File: src/rtl/inst_queue_way0_pkg.sv
// inst_queue_way0_pkg: shared widths, NOP encoding and queue entry type for the way0 instruction queue
package inst_queue_way0_pkg;
  localparam int INST_W = 32;
  localparam int ADDR_PC_W = 32;
  localparam logic [INST_W-1:0] INST_NOP = 32'h00000013;
  typedef struct packed {
    logic [ADDR_PC_W-1:0] pc;
    logic [INST_W-1:0] inst;
  } inst_entry_t;
endpackage

File: src/rtl/inst_queue_mem.sv
// inst_queue_mem: DEPTH x 64 entry array, one write port, one asynchronous read port, no reset
// Ports: clk; we/waddr/wdata write port; raddr/rdata combinational read port.
module inst_queue_mem
  import inst_queue_way0_pkg::*;
#(
  parameter int DEPTH = 4,
  localparam int ADDR_W = $clog2(DEPTH)
) (
  input  logic              clk,
  input  logic              we,
  input  logic [ADDR_W-1:0] waddr,
  input  inst_entry_t       wdata,
  input  logic [ADDR_W-1:0] raddr,
  output inst_entry_t       rdata
);
  inst_entry_t mem [DEPTH];
  always_ff @(posedge clk)
    if (we) mem[waddr] <= wdata;
  assign rdata = mem[raddr];
endmodule

File: src/rtl/inst_queue_way0.sv
// inst_queue_way0: in-order {pc, inst} FIFO between way0 fetch and way0 decode, flushed on redirect
// Ports: clk, rst (async, active-high); flush_i empties the queue and blocks this cycle's push;
//   fetchValid_i/fetchInst_i/fetchAddr_i/fetchReady_o push side;
//   decValid_o/decInst_o/decAddr_o/decReady_i pop side (NOP and 0 when nothing valid);
//   count_o occupancy 0..DEPTH.
// Define INST_QUEUE_BYPASS_EN to forward fetch straight to decode when the queue is empty.
module inst_queue_way0
  import inst_queue_way0_pkg::*;
#(
  parameter int DEPTH = 4,
  localparam int ADDR_W = $clog2(DEPTH)
) (
  input  logic                 clk,
  input  logic                 rst,
  input  logic                 flush_i,
  input  logic                 fetchValid_i,
  input  logic [INST_W-1:0]    fetchInst_i,
  input  logic [ADDR_PC_W-1:0] fetchAddr_i,
  output logic                 fetchReady_o,
  output logic                 decValid_o,
  output logic [INST_W-1:0]    decInst_o,
  output logic [ADDR_PC_W-1:0] decAddr_o,
  input  logic                 decReady_i,
  output logic [ADDR_W:0]      count_o
);
  localparam logic [ADDR_W:0] cnt_full = (ADDR_W+1)'(DEPTH);
  logic [ADDR_W-1:0] wr_ptr, rd_ptr;
  logic [ADDR_W:0] count;
  logic empty, byp, byp_take, push, pop, do_push, do_pop;
  inst_entry_t head, wr_entry;
  assign empty = count == '0;
  assign fetchReady_o = count != cnt_full;
`ifdef INST_QUEUE_BYPASS_EN
  assign byp = empty & fetchValid_i & ~flush_i;
`else
  assign byp = 1'b0;
`endif
  assign decValid_o = ~empty | byp;
  assign decInst_o = ~empty ? head.inst : byp ? fetchInst_i : INST_NOP;
  assign decAddr_o = ~empty ? head.pc : byp ? fetchAddr_i : '0;
  assign push = fetchValid_i & fetchReady_o & ~flush_i;
  assign pop = decValid_o & decReady_i & ~flush_i;
  // A forwarded instruction taken by decode never touches storage or pointers.
  assign byp_take = byp & decReady_i;
  assign do_push = push & ~byp_take;
  assign do_pop = pop & ~byp_take;
  assign wr_entry = '{pc: fetchAddr_i, inst: fetchInst_i};
  assign count_o = count;
  always_ff @(posedge clk or posedge rst)
    if (rst) begin
      wr_ptr <= '0;
      rd_ptr <= '0;
      count <= '0;
    end else if (flush_i) begin
      wr_ptr <= '0;
      rd_ptr <= '0;
      count <= '0;
    end else begin
      if (do_push) wr_ptr <= wr_ptr + 1'b1;
      if (do_pop) rd_ptr <= rd_ptr + 1'b1;
      count <= (do_push & ~do_pop) ? count + 1'b1 : (do_pop & ~do_push) ? count - 1'b1 : count;
    end
  inst_queue_mem #(.DEPTH(DEPTH)) u_mem (
    .clk  (clk),
    .we   (do_push),
    .waddr(wr_ptr),
    .wdata(wr_entry),
    .raddr(rd_ptr),
    .rdata(head)
  );
endmodule

File: config.mk
export PLATFORM = sky130hd
export DESIGN_NAME = inst_queue_way0
export DESIGN_NICKNAME = d
export VERILOG_FILES = /design/src/rtl/inst_queue_way0_pkg.sv /design/src/rtl/inst_queue_mem.sv /design/src/rtl/inst_queue_way0.sv
export SDC_FILE = /design/constraint.sdc
export NUM_CORES = 1
export LEC_CHECK = 0
export BUFFER_PORTS_ARGS = -buffer_cell sky130_fd_sc_hd__buf_4
export CORE_AREA = 8 8 120 204
export DETAILED_ROUTE_END_ITERATION = 6
export DIE_AREA = 0 0 128 212
export GPL_ROUTABILITY_DRIVEN = 1
export MAX_ROUTING_LAYER = met4
export PLACE_DENSITY_LB_ADDON = 0.05
export SYNTH_ARGS = -nofsm -noshare
export SYNTH_HDL_FRONTEND = slang
export SYNTH_SLANG_ARGS = --single-unit
File: constraint.sdc
create_clock -name clk -period 2.9 [get_ports clk]
set_clock_uncertainty 0.2 [all_clocks]
set_input_delay 0.58 -clock clk [delete_from_list [all_inputs] [get_ports clk]]
set_output_delay 0.58 -clock clk [all_outputs]
set_load 0.01 [all_outputs]
==> results of run 1 <==
cell type report:
cell class              instances  area share
flip-flops and latches        263       0.611
multi-input cells             172       0.175
repair buffers                166       0.126
clock buffers                  32      0.0506
well taps                     296      0.0287
clock inverters                10     0.00776
inverters                       6     0.00175
kinds of logic (layout without fill, tap and decap cells):
logic type | after synthesis | count (layout) | synth area share
mux | 64 | 64 | 0.142
xor+xnor | 6 | 6 | 0.00516
compound gates | 9 | 9 | 0.00602
buf+inv | 31 | 214 | 0.0166
fa+ha+maj | 5 | 5 | 0.00688
simple gates | 88 | 88 | 0.0514
flops | 263 | 263 | 0.772
power groups by stage:
| stage | Sequential, uW | Combinational [uW] | Clock, uW |
|---|---|---|---|
| 2_1_floorplan | 4580 | 2080 | 0 |
| 3_3_place_gp | 4650 | 3690 | 0 |
| 3_5_place_dp | 4680 | 3720 | 0 |
| 4_1_cts | 4540 | 4090 | 3130 |
| 5_1_grt | 4560 | 4750 | 3260 |
| 6_report | 4540 | 4380 | 3040 |
sequential cells by signal, summed over array words and instances, names as in the netlist:
signal and cells:
wr_ptr 2, count_o 3, u_mem.mem 256, rd_ptr 2
path summary, 6_finish.rpt:
check	endpoint	slack (ns)	depth (start not counted)	start
worst max-delay path	decInst_o[18]	0.03	5	rd_ptr[0]
worst min-delay path	u_mem.mem[3][41]	0.07	1	fetchAddr_i[9]
worst max register to register	count_o[1]	0.14	8	count_o[1]
worst min register to register	wr_ptr[1]	0.40	2	wr_ptr[1]
max in group asynchronous	rd_ptr[0]	1.88	3	rst
min in group asynchronous	count_o[1]	0.37	3	rst
critical path, delay by kind of cell, from the launching register on:
| kind | cells | cell delay (ns) |
|---|---|---|
| AND/OR/NAND/NOR | 1 | 0.16 |
| buffers and inverters | 3 | 0.47 |
| multiplexers | 1 | 0.49 |
| flip-flops | 1 | 0.46 |
metrics by stage:
step,cell area (sq um),hold WS [ns],cells
5_1_grt,12900,0.0448,945
6_report,12900,0.0682,945
3_3_place_gp,11700,0.339,892
4_1_cts,12700,0.0458,941
3_5_place_dp,11700,0.360,892
2_1_floorplan,10200,0.183,466
Yosys cell counts:
cell type    n  share of area
o21ai_0      3         0.0015
edfxtp_1   256           0.76
ha_1         4         0.0049
and2_1      66          0.041
or3b_1       1        0.00086
a221oi_1     1        0.00086
xor2_1       4         0.0034
and3b_1      1        0.00086
nor3_1       2        0.00098
buf_2       12         0.0059
inv_1        6         0.0022
nor4b_1      1        0.00086
o311a_1      1        0.00098
nand3_1      2        0.00098
buf_6        5         0.0055
nor2_1       7         0.0026
a21boi_0     1        0.00074
nand2_1      5         0.0018
or2_1        3         0.0018
dfrtp_1      7          0.017
mux4_2      64           0.14
a21oi_1      1        0.00049
clkbuf_1     8         0.0029
a311oi_1     1        0.00086
a31oi_1      1        0.00061
fa_1         1         0.0020
xnor2_1      2         0.0017
timing repair:
item                       4_1_cts  5_1_grt
setup buffers                    5        0
hold buffers                     1        0
setup endpoints to repair       65       52
hold endpoints to repair         7        0
gates cloned                     1        4
resized for setup               27       42
layer usage:
layer / vias up / wire, microns
met4: 0 / 318
met3: 22 / 1080
li1: 2218 / -
met5: - / 0
met2: 125 / 11300
met1: 2592 / 8230
==> results.md, run 1 <==
- Status: completed
- Syn nets: 540
- Startpoint types: flip-flop
- Worst Path Max Fanout: 7
- Die W: 128 microns
- Crit path setup slack, layout: between 0.02 and 0.03 ns
- Final Power: 12000 uW
- Final setup viols: 0
- Wire length per cell: 22.1 microns
- Max Buffers Root-to-Sink: 3
- Layout Utilization: 0.591
- Standard-cell rows: 72
- Post-synthesis cell count: 466
- Switching part of the total power: 0.275
- Unrepaired setup endpoints after global routing: yes
- Initial DRT Pass Iterations: 6
- Post-DP HPWL: 12600 microns
- Slowest Stage Delay on Critical Path: 0.49 ns
- Critical path cell sequence: buf_4 > clkbuf_16 > mux4_2 > and2_1 > buf_4
- N_diodes: 0
- Gate power share: 0.366
- Vias: 4957
- Tcrit/Tclk final: 0.990
- Gr busiest metal: met2
- WS Path Type: flip-flop to output port
- Setup TNS after final layout: 0 ns
- CP max stage cell: mux4_2
- Max_cap viols: 0
- Htree depth: 1
- Initial antenna violation count: 0
- Slew HR: 0.717
- Vias per cell: 5.25
- Clock share of power: 0.254
- Seq pwr share: 0.380
- Die Height: about 210 microns
- Max Slew Vio Count: 0
- Storage cell area: 7870 sq um
- 1st-iter DRT viols: 235
- Number of global-route vias before repair: 5614
- Initial core utilization: 0.467
- Congestion Overflow GR: 0
- Area grow syn2layout: 26.7%
- Root buf cell: clkbuf_16
- TritonCTS clock tree: built
- Max VDD drop: roughly 0.0006 V
- Grt met3 use: 0.0286
- #FFs+latches synth: 263
- CTS Buf Count: 24
- Worst slew pin tran: approximately 0.42 ns
- Hold Crit Class: input pin to flip-flop
- Gpl congestion: 0.753
- LEAKAGE: 0.00443 uW
- PwrDens: 928 nW/um^2
- Seq/Total Area, Yosys: 0.772
- Met1 usage: 0.187
- Cell Int Power: 8670 uW
- Hold Vio Cnt, Final: 0
- Synthesized area: around 10000 sq um
- Critical path data arrival time: around 2.1 ns
- PortBufs: approximately 140
- # fillers: about 1700
- Most frequent cells in the layout: edfxtp_1 (256), buf_4 (122), mux4_2 (64)
- Number of synthesis warnings: 0
- Die Footprint: around 27000 sq um
- Commonest non-fill, non-tap cell in the layout: edfxtp_1
- Placeable Area: 21800 sq um
- Fraction of layout cells with a size suffix above 1: 0.465
- DRT Wirelength: 20900 microns
- Area of the multi-input gates: 2250 sq um
- Psw: 3300 uW
- Top-Level Pins: 138
- Avg Cell Area, Syn: 21.8 sq um
- WP data required: between 2 and 2.5 ns
- Grt met2 use: 0.282
- NumNets Final: 707
- Min cycle time layout: 2.87 ns
- Clock transition at the registers of the reported paths: 0.06 ns
- Place WS: 0.00532 ns
- ANT nets after route: 0
- Overall Global Routing Usage: 0.160
- CP endpoint kind: output port
- CP dominant cell by count: buf_4
- Largest net degree at the start of global routing: 65
- Detailed-route DRC error count: 0
- Clock latency on the worst-skew pair: 0.50 ns
- Clock sink total: 263
- Global-route wire length before repair: approximately 32000 microns
- Peak Freq: 348 MHz
- Yosys cell types: 27
Power figures use the tool's default switching activity.
==> run 2: changes to the inputs <==
--- a/config.mk
+++ b/config.mk
@@ -5,13 +5,14 @@
 export SDC_FILE = /design/constraint.sdc
 export NUM_CORES = 1
 export LEC_CHECK = 0
-export BUFFER_PORTS_ARGS = -buffer_cell sky130_fd_sc_hd__buf_4
-export CORE_AREA = 8 8 120 204
+export BUFFER_PORTS_ARGS = -buffer_cell sky130_fd_sc_hd__buf_2
+export CORE_AREA = 8 8 120 205
 export DETAILED_ROUTE_END_ITERATION = 6
-export DIE_AREA = 0 0 128 212
+export DIE_AREA = 0 0 128 213
 export GPL_ROUTABILITY_DRIVEN = 1
 export MAX_ROUTING_LAYER = met4
 export PLACE_DENSITY_LB_ADDON = 0.05
 export SYNTH_ARGS = -nofsm -noshare
 export SYNTH_HDL_FRONTEND = slang
+export SYNTH_HIERARCHICAL = 1
 export SYNTH_SLANG_ARGS = --single-unit
==> run 2 against run 1 <==
  * Core utilization down 1.3 points
  * Largest cell class unchanged
  * Critical endpoint is now decInst_o[9]
  * Synthesized cell count fell by 0.21%
  * Sequential share of layout area up 1.4 points
  * Maximum frequency decreased by 0.67%
  * Worst setup slack worse by 0.019 ns
  * Highest routed layer unchanged
  * Via count rose by 1.1%
==> results.md, run 2 <==
- Max Buffers Root-to-Sink: 3 (unchanged)
- CTS Buf Count: 24 (unchanged)
- Placeable Area: 21800 sq um (unchanged)
- Largest net degree at the start of global routing: 46 (-29%)
- Die Height: 213 microns (+0.47%)
- Gate power share: 0.355 (-0.011)
- Asr flop ratio synth: 0.0266 (unchanged)
- Seq/Total Area, Yosys: 0.763 (-0.00984)
- Most common cell in the netlist: edfxtp_1
- Critical path data arrival time: 2.11 ns (+0.02 ns)
- Hold Crit Class: input pin to flip-flop
- Critical path cell sequence: or3_2 > buf_12 > and2_1 > buf_2
- Unrepaired setup endpoints after global routing: yes
- Final setup viols: 0 (unchanged)
- Post-DP HPWL: 12900 microns (+1.8%)
- Number of global-route vias before repair: 5585 (-0.52%)
- Slowest Stage Delay on Critical Path: 0.52 ns (+0.03 ns)
- Vias per cell: 5.26 (+0.24%)
- CP endpoint kind: output port
- Detailed-route DRC error count: 0 (unchanged)
- Final Cell Area: 12600 sq um (-2.3%)
- LEAKAGE: 0.00439 uW (-0.91%)
- Worst path buffer plus inverter count: 2 (-1)
- Post-synthesis cell count: 465 (-0.21%)
- Wire length per cell: 22.6 microns (+2.3%)
- Post-synth top cells: edfxtp_1 (256), and2_1 (61), mux4_2 (60)
- Slew HR: 0.667 (-0.0500)
- Overall Global Routing Usage: 0.159 (-0.00118)
- Worst slew pin tran: 0.499 ns (+0.0751 ns)
- 1st-iter DRT viols: 316 (+34%)
- Post-synth EDFFs: 256 (unchanged)
- Worst hold margin: 0.0851 ns (+0.0169 ns)
- Crit path setup slack, layout: 0.0100 ns (-0.0195 ns)
- Max VDD drop: 0.000913 V (+52%)
- Psw: 3220 uW (-2.2%)
- Hold Vio Cnt, Final: 0 (unchanged)
- Tcrit/Tclk final: 0.997 (+0.00671)
- Synth area leaders: edfxtp_1 (75%), mux4_2 (13%), and2_1 (3.7%)
- Crit-path leading delay family: simple AND/OR/NAND/NOR gates
- Cell Int Power: 8200 uW (-5.5%)
- Htree depth: 1 (unchanged)
- Synthesized area: 10300 sq um (+1.3%)
- Global-route wire length before repair: 32100 microns (-0.79%)
- Initial DRT Pass Iterations: 4 (-2)
- Syn nets: 535 (-0.93%)
- Largest register FFs: 256 (unchanged)
- Top-Level Pins: 138 (unchanged)
- Clock sink total: 263 (unchanged)
- Worst Path Max Fanout: 45 (+38)
- Min cycle time layout: 2.89 ns (+0.0195 ns)
- # fillers: 1704 (+3.1%)
- Die W: 128 microns (unchanged)
- Instance area after placement: 11400 sq um (-3.1%)
- Most frequent cells in the layout: edfxtp_1 (256), buf_2 (114), mux4_2 (62)
- Clock transition at the registers of the reported paths: 0.07 ns (about the same)
- #FFs+latches synth: 263 (unchanged)
- Startpoint types: flip-flop
- Die Footprint: 27300 sq um (+0.47%)
- Clock latency on the worst-skew pair: 0.51 ns (about the same)
- Root buf cell: clkbuf_16
- ANT nets after route: 0 (unchanged)
- Clock share of power: 0.249 (-0.005)
- Seq pwr share: 0.395 (+0.015)
- Switching part of the total power: 0.282 (+0.00686)
- Yosys cell types: 38 (+41%)
- Vias: 5011 (+1.1%)
- DRT Wirelength: 21600 microns (+3.1%)
- Largest Register: u_mem/mem
- NumNets Final: 709 (+0.28%)
- WP data required: 2.12 ns (about the same)
- Storage cell area: 7870 sq um (about the same)
- Gpl congestion: 0.713 (-5.3%)
- Initial core utilization: 0.473 (+0.00603)
- Commonest non-fill, non-tap cell in the layout: edfxtp_1
- Place WS: 0.420 ns (+0.414 ns)
- Max_cap viols: 0 (unchanged)
- PwrDens: 906 nW/um^2 (-2.4%)
- Max Slew Vio Count: 0 (unchanged)
- Congestion Overflow GR: 0 (unchanged)
- Initial antenna violation count: 3 (+3)
- Number of synthesis warnings: 6 (+6)
- WS Path Type: flip-flop to output port
- CP max stage cell: or3_2
- Status: completed
- Synth Flop Type: edfxtp_1
- Fraction of layout cells with a size suffix above 1: 0.480 (+0.0148)
- Avg Cell Area, Syn: 22.2 sq um (+1.5%)
- Standard-cell rows: 72 (unchanged)
- Area of the multi-input gates: 2270 sq um (+0.72%)
- Area grow syn2layout: 22.2%
- Synth area leader: edfxtp_1
- PortBufs: 137 (unchanged)
- Post-synth top area share: 0.746 (-0.00962)
- Peak Freq: 346 MHz (-0.67%)
- TritonCTS clock tree: built
==> run 2: worst paths after layout <==
check                           cells past startpoint             from                to  slack [ns]
worst max register to register                      9       count_o[1]        count_o[2]        0.48
worst min register to register                      2       count_o[2]        count_o[2]        0.43
max in group asynchronous                           3              rst         rd_ptr[0]        1.85
worst max-delay path                                4       count_o[1]      decInst_o[9]        0.01
min in group asynchronous                           3              rst        count_o[2]        0.36
worst min-delay path                                1  fetchAddr_i[28]  u_mem/mem[0][60]        0.09
==> run 2: what timing repair did <==
action | CTS | global route
hold buffers | 1 | 0
setup buffers | 2 | 13
resized for setup | 9 | 55
hold endpoints to repair | 7 | 0
setup endpoints to repair | 64 | 64
gates cloned | 0 | 6
==> run 2: cell type report <==
| type | count | share of cell area |
|---|---|---|
| Antenna cell | 3 | 0.000596 |
| Clock buffer | 27 | 0.0502 |
| Clock inverter | 14 | 0.00536 |
| Inverter | 7 | 0.00208 |
| Multi-Input combinational cell | 169 | 0.180 |
| Sequential cell | 263 | 0.625 |
| Tap cell | 296 | 0.0294 |
| Timing Repair Buffer | 174 | 0.108 |
==> run 2: worst reg2reg max path: stages, from the launching register on <==
cell	delay, ns
dfrtp_2	0.47
buf_4	0.17
nor3b_4	0.22
inv_2	0.08
nand2_2	0.07
nor3b_1	0.06
fa_1	0.43
and3b_1	0.23
a311oi_1	0.28
a211oi_1	0.09
==> run 2: logic make-up after synthesis <==
group	synth area share
mux	0.145
flops	0.763
fa+ha+maj	0.00194
simple gates	0.0501
buf+inv	0.0288
compound gates	0.0102
xor+xnor	0.00170
==> run 2: power groups by stage <==
stage	clock, uW	sequential, uW	combinational [uW]
2_1_floorplan	0	4540	2320
3_3_place_gp	0	4620	3190
3_5_place_dp	0	4640	3210
4_1_cts	2930	4540	3330
5_1_grt	3060	4530	4390
6_report	2850	4520	4060
==> run 2: layer usage <==
| metal | routed length (microns) | global-route usage | part of all wire |
|---|---|---|---|
| met5 | 0 | - | 0 |
| met3 | 969 | 0.0285 | 0.045 |
| met2 | 12000 | 0.287 | 0.56 |
| met1 | 8420 | 0.181 | 0.39 |
| met4 | 204 | 0.0326 | 0.0095 |
==> run 2: through the flow <==
stage                     TNS, ns  power [uW]   util  cells
after floorplan            -19.02        6860      -    465
after global placement          0        7810  0.522    887
after detailed placement        0        7840  0.522    887
after CTS                  -0.140       10800  0.557    931
after global routing       -0.293       12000  0.578    953
final                           0       11400  0.578    953
==> run 3: changes to the inputs <==
--- a/config.mk
+++ b/config.mk
@@ -5,13 +5,14 @@
 export SDC_FILE = /design/constraint.sdc
 export NUM_CORES = 1
 export LEC_CHECK = 0
-export BUFFER_PORTS_ARGS = -buffer_cell sky130_fd_sc_hd__buf_2
 export CORE_AREA = 8 8 120 205
 export DETAILED_ROUTE_END_ITERATION = 6
 export DIE_AREA = 0 0 128 213
+export DONT_BUFFER_PORTS = 1
 export GPL_ROUTABILITY_DRIVEN = 1
+export HOLD_SLACK_MARGIN = 0.1
 export MAX_ROUTING_LAYER = met4
-export PLACE_DENSITY_LB_ADDON = 0.05
+export PLACE_DENSITY = 0.69
 export SYNTH_ARGS = -nofsm -noshare
 export SYNTH_HDL_FRONTEND = slang
 export SYNTH_HIERARCHICAL = 1
==> run 3 against run 2 <==
  * Combinational power shrank 33%
  * Sequential power up 1%
  * Core utilization down 2.0 points
  * Critical path depth fell by 1
  * Maximum frequency increased by 2.7%
  * Via count fell by 6.7%
  * Largest power group unchanged
==> results.md, run 3 (synthesis gave the netlist of run 2 again) <==
- Placeable Area: 21800 sq um (unchanged)
- Vias: 4673 (-6.7%)
- Post-Place Cells: 753 (-15%)
- Slowest Stage Delay on Critical Path: 0.54 ns (+0.02 ns)
- Max Slew Vio Count: 0 (unchanged)
- ANT nets after route: 0 (unchanged)
- Clock sink total: 263 (unchanged)
- Clock latency on the worst-skew pair: 0.50 ns (about the same)
- DRT Wirelength: 19900 microns (-7.9%)
- Routed wl met3: 895 microns (-7.6%)
- Worst Path Max Fanout: 9 (-80%)
- Top-Level Pins: 138 (unchanged)
- Largest Register: u_mem/mem
- Initial DRT Pass Iterations: 4 (unchanged)
- Fraction of layout cells with a size suffix above 1: 0.228 (-0.252)
- Wire length per cell: 23.0 microns (+1.5%)
- Met2 wire len: 11000 microns (-8.1%)
- CP max stage cell: dfrtp_4
- Area grow syn2layout: 18.0%
- Max_cap viols: 0 (unchanged)
- Worst reg2reg path depth: 8 (-1)
- CTS Buf Count: 24 (unchanged)
- Detailed-route DRC error count: 0 (unchanged)
- Hold-critical path depth: 2 (+1)
- Largest register FFs: 256 (unchanged)
- Die Footprint: 27300 sq um (unchanged)
- PortBufs: 0 (-100%)
- WP data required: 2.12 ns (about the same)
- Top routing layer used: met4
- Final Cell Area: 12200 sq um (-3.5%)
- Min-Delay Endpoint: wr_ptr[1]
- N_diodes: 0 (-3)
- Startpoint types: flip-flop
- TritonCTS clock tree: built
- Die Height: 213 microns (unchanged)
- Worst r2r dst: count_o[2]
- Worst slew pin tran: 0.398 ns (-0.101 ns)
- Unrepaired setup endpoints after global routing: no
- Initial antenna violation count: 0 (-3)
- Post-route insts no fill: 865 (-9.2%)
- Final setup viols: 0 (unchanged)
- Initial core utilization: 0.473 (unchanged)
- Post-DP HPWL: 12300 microns (-4.3%)
- WS Path Type: flip-flop to output port
- M1 WL: 7630 microns (-9.4%)
- Critical path data arrival time: 2.03 ns (-0.08 ns)
- PwrDens: 845 nW/um^2 (-6.8%)
- LEAKAGE: 0.00388 uW (-11%)
- Global-route wire length before repair: 30400 microns (-5.1%)
- NumNets Final: 624 (-12%)
- Hold Crit Class: input pin to flip-flop
- Worst reg2reg setup slack: 0.49 ns (about the same)
- Overall Global Routing Usage: 0.152 (-0.00752)
- Htree depth: 1 (unchanged)
- Instance area after placement: 10700 sq um (-6.0%)
- Root buf cell: clkbuf_16
- Congestion Overflow GR: 0 (unchanged)
- Slew HR: 0.731 (+0.0641)
- CP endpoint kind: output port
- Commonest non-fill, non-tap cell in the layout: edfxtp_1
- Hold Crit Start: flush_i
- Min cycle time layout: 2.81 ns (-0.0755 ns)
- Peak Freq: 355 MHz (+2.7%)
- Number of global-route vias before repair: 5230 (-6.4%)
- Vias per cell: 5.40 (+2.7%)
- # fillers: 1673 (-1.8%)
- Clock transition at the registers of the reported paths: 0.06 ns (about the same)
- Standard-cell rows: 72 (unchanged)
- Gpl congestion: 0.737 (+3.3%)
- Worst R2R Start: count_o[1]
- Largest net degree at the start of global routing: 40 (-13%)
- Hold Vio Cnt, Final: 0 (unchanged)
- 1st-iter DRT viols: 330 (+4.4%)
- Status: completed
- Max VDD drop: 0.000647 V (-29%)
- Tcrit/Tclk final: 0.971 (-0.0260)
- Critical path cell sequence: buf_4 > mux4_2 > and2_1
- Max Buffers Root-to-Sink: 3 (unchanged)
- Most frequent cells in the layout: edfxtp_1 (256), dlygate4sd3_1 (68), and2_1 (61)
- Die W: 128 microns (unchanged)
run 3: changes by cell type in the layout (fill, tap and decap cells not counted), sizes merged:
| cell | delta |
|---|---|
| diode | -3 |
| clkinv | -5 |
| bufinv | +2 |
| clkinvlp | -1 |
| buf | -148 |
| dlygate4sd3 | +67 |
run 3: worst max path at each step:
stage                      end        from  cells past startpoint  slack, ns
2_1_floorplan  u_mem/mem[0][0]  count_o[2]                      5      -0.30
3_3_place_gp     decInst_o[27]   rd_ptr[0]                      3       0.36
3_5_place_dp     decInst_o[27]   rd_ptr[0]                      3       0.34
4_1_cts           decAddr_o[4]  count_o[1]                      3       0.02
5_1_grt          decInst_o[27]   rd_ptr[0]                      3       0.02
6_report         decInst_o[27]   rd_ptr[0]                      3       0.09
run 3: per-layer routing:
metal | GRT usage | up-vias
met5 | - | -
met4 | 0.0453 | 0
met3 | 0.0270 | 25
met2 | 0.275 | 119
met1 | 0.166 | 2470
li1 | - | 2059
run 3: power breakdown:
part	leakage [uW]	total (uW)	internal [uW]	switching, uW
clock network	0.000368	3010	1750	1260
logic	0.00111	2700	1220	1470
registers	0.00241	4570	4400	169
total	0.00388	10300	7370	2900
run 3: layout make-up:
class / count / area (sq um) / area share
clock buffer: 31 / 648 / 0.0533
timing repair buffer: 89 / 950 / 0.0781
clock inverter: 10 / 104 / 0.00854
inverter: 7 / 26.3 / 0.00216
tap: 296 / 370 / 0.0304
multi-input combinational: 169 / 2190 / 0.180
sequential: 263 / 7870 / 0.647
run 3: critical path: cells and delay by family (launching register included):
family / cells / cell delay (ns)
buffers and inverters: 1 / 0.26
DFF: 1 / 0.54
and+or+nand+nor: 1 / 0.20
muxes: 1 / 0.53
run 3: what timing repair did:
item                                    CTS  global route
resized for setup                         2             1
gates cloned                              0             0
endpoints found under the setup margin   61            34
endpoints found under the hold margin   268             0
setup buffers                             3             0
hold buffers                             68             0
run 3: metrics by stage:
| stage | utilization | total power [uW] | hold slack (ns) | setup TNS (ns) | worst slack (ns) |
|---|---|---|---|---|---|
| 2_1_floorplan | - | 6860 | 0.183 | -19.02 | -0.297 |
| 3_3_place_gp | 0.491 | 7180 | 0.206 | 0 | 0.358 |
| 3_5_place_dp | 0.491 | 7260 | 0.218 | 0 | 0.343 |
| 4_1_cts | 0.558 | 10400 | 0.113 | 0 | 0.0162 |
| 5_1_grt | 0.558 | 10700 | 0.121 | 0 | 0.0163 |
| 6_report | 0.558 | 10300 | 0.134 | 0 | 0.0855 |
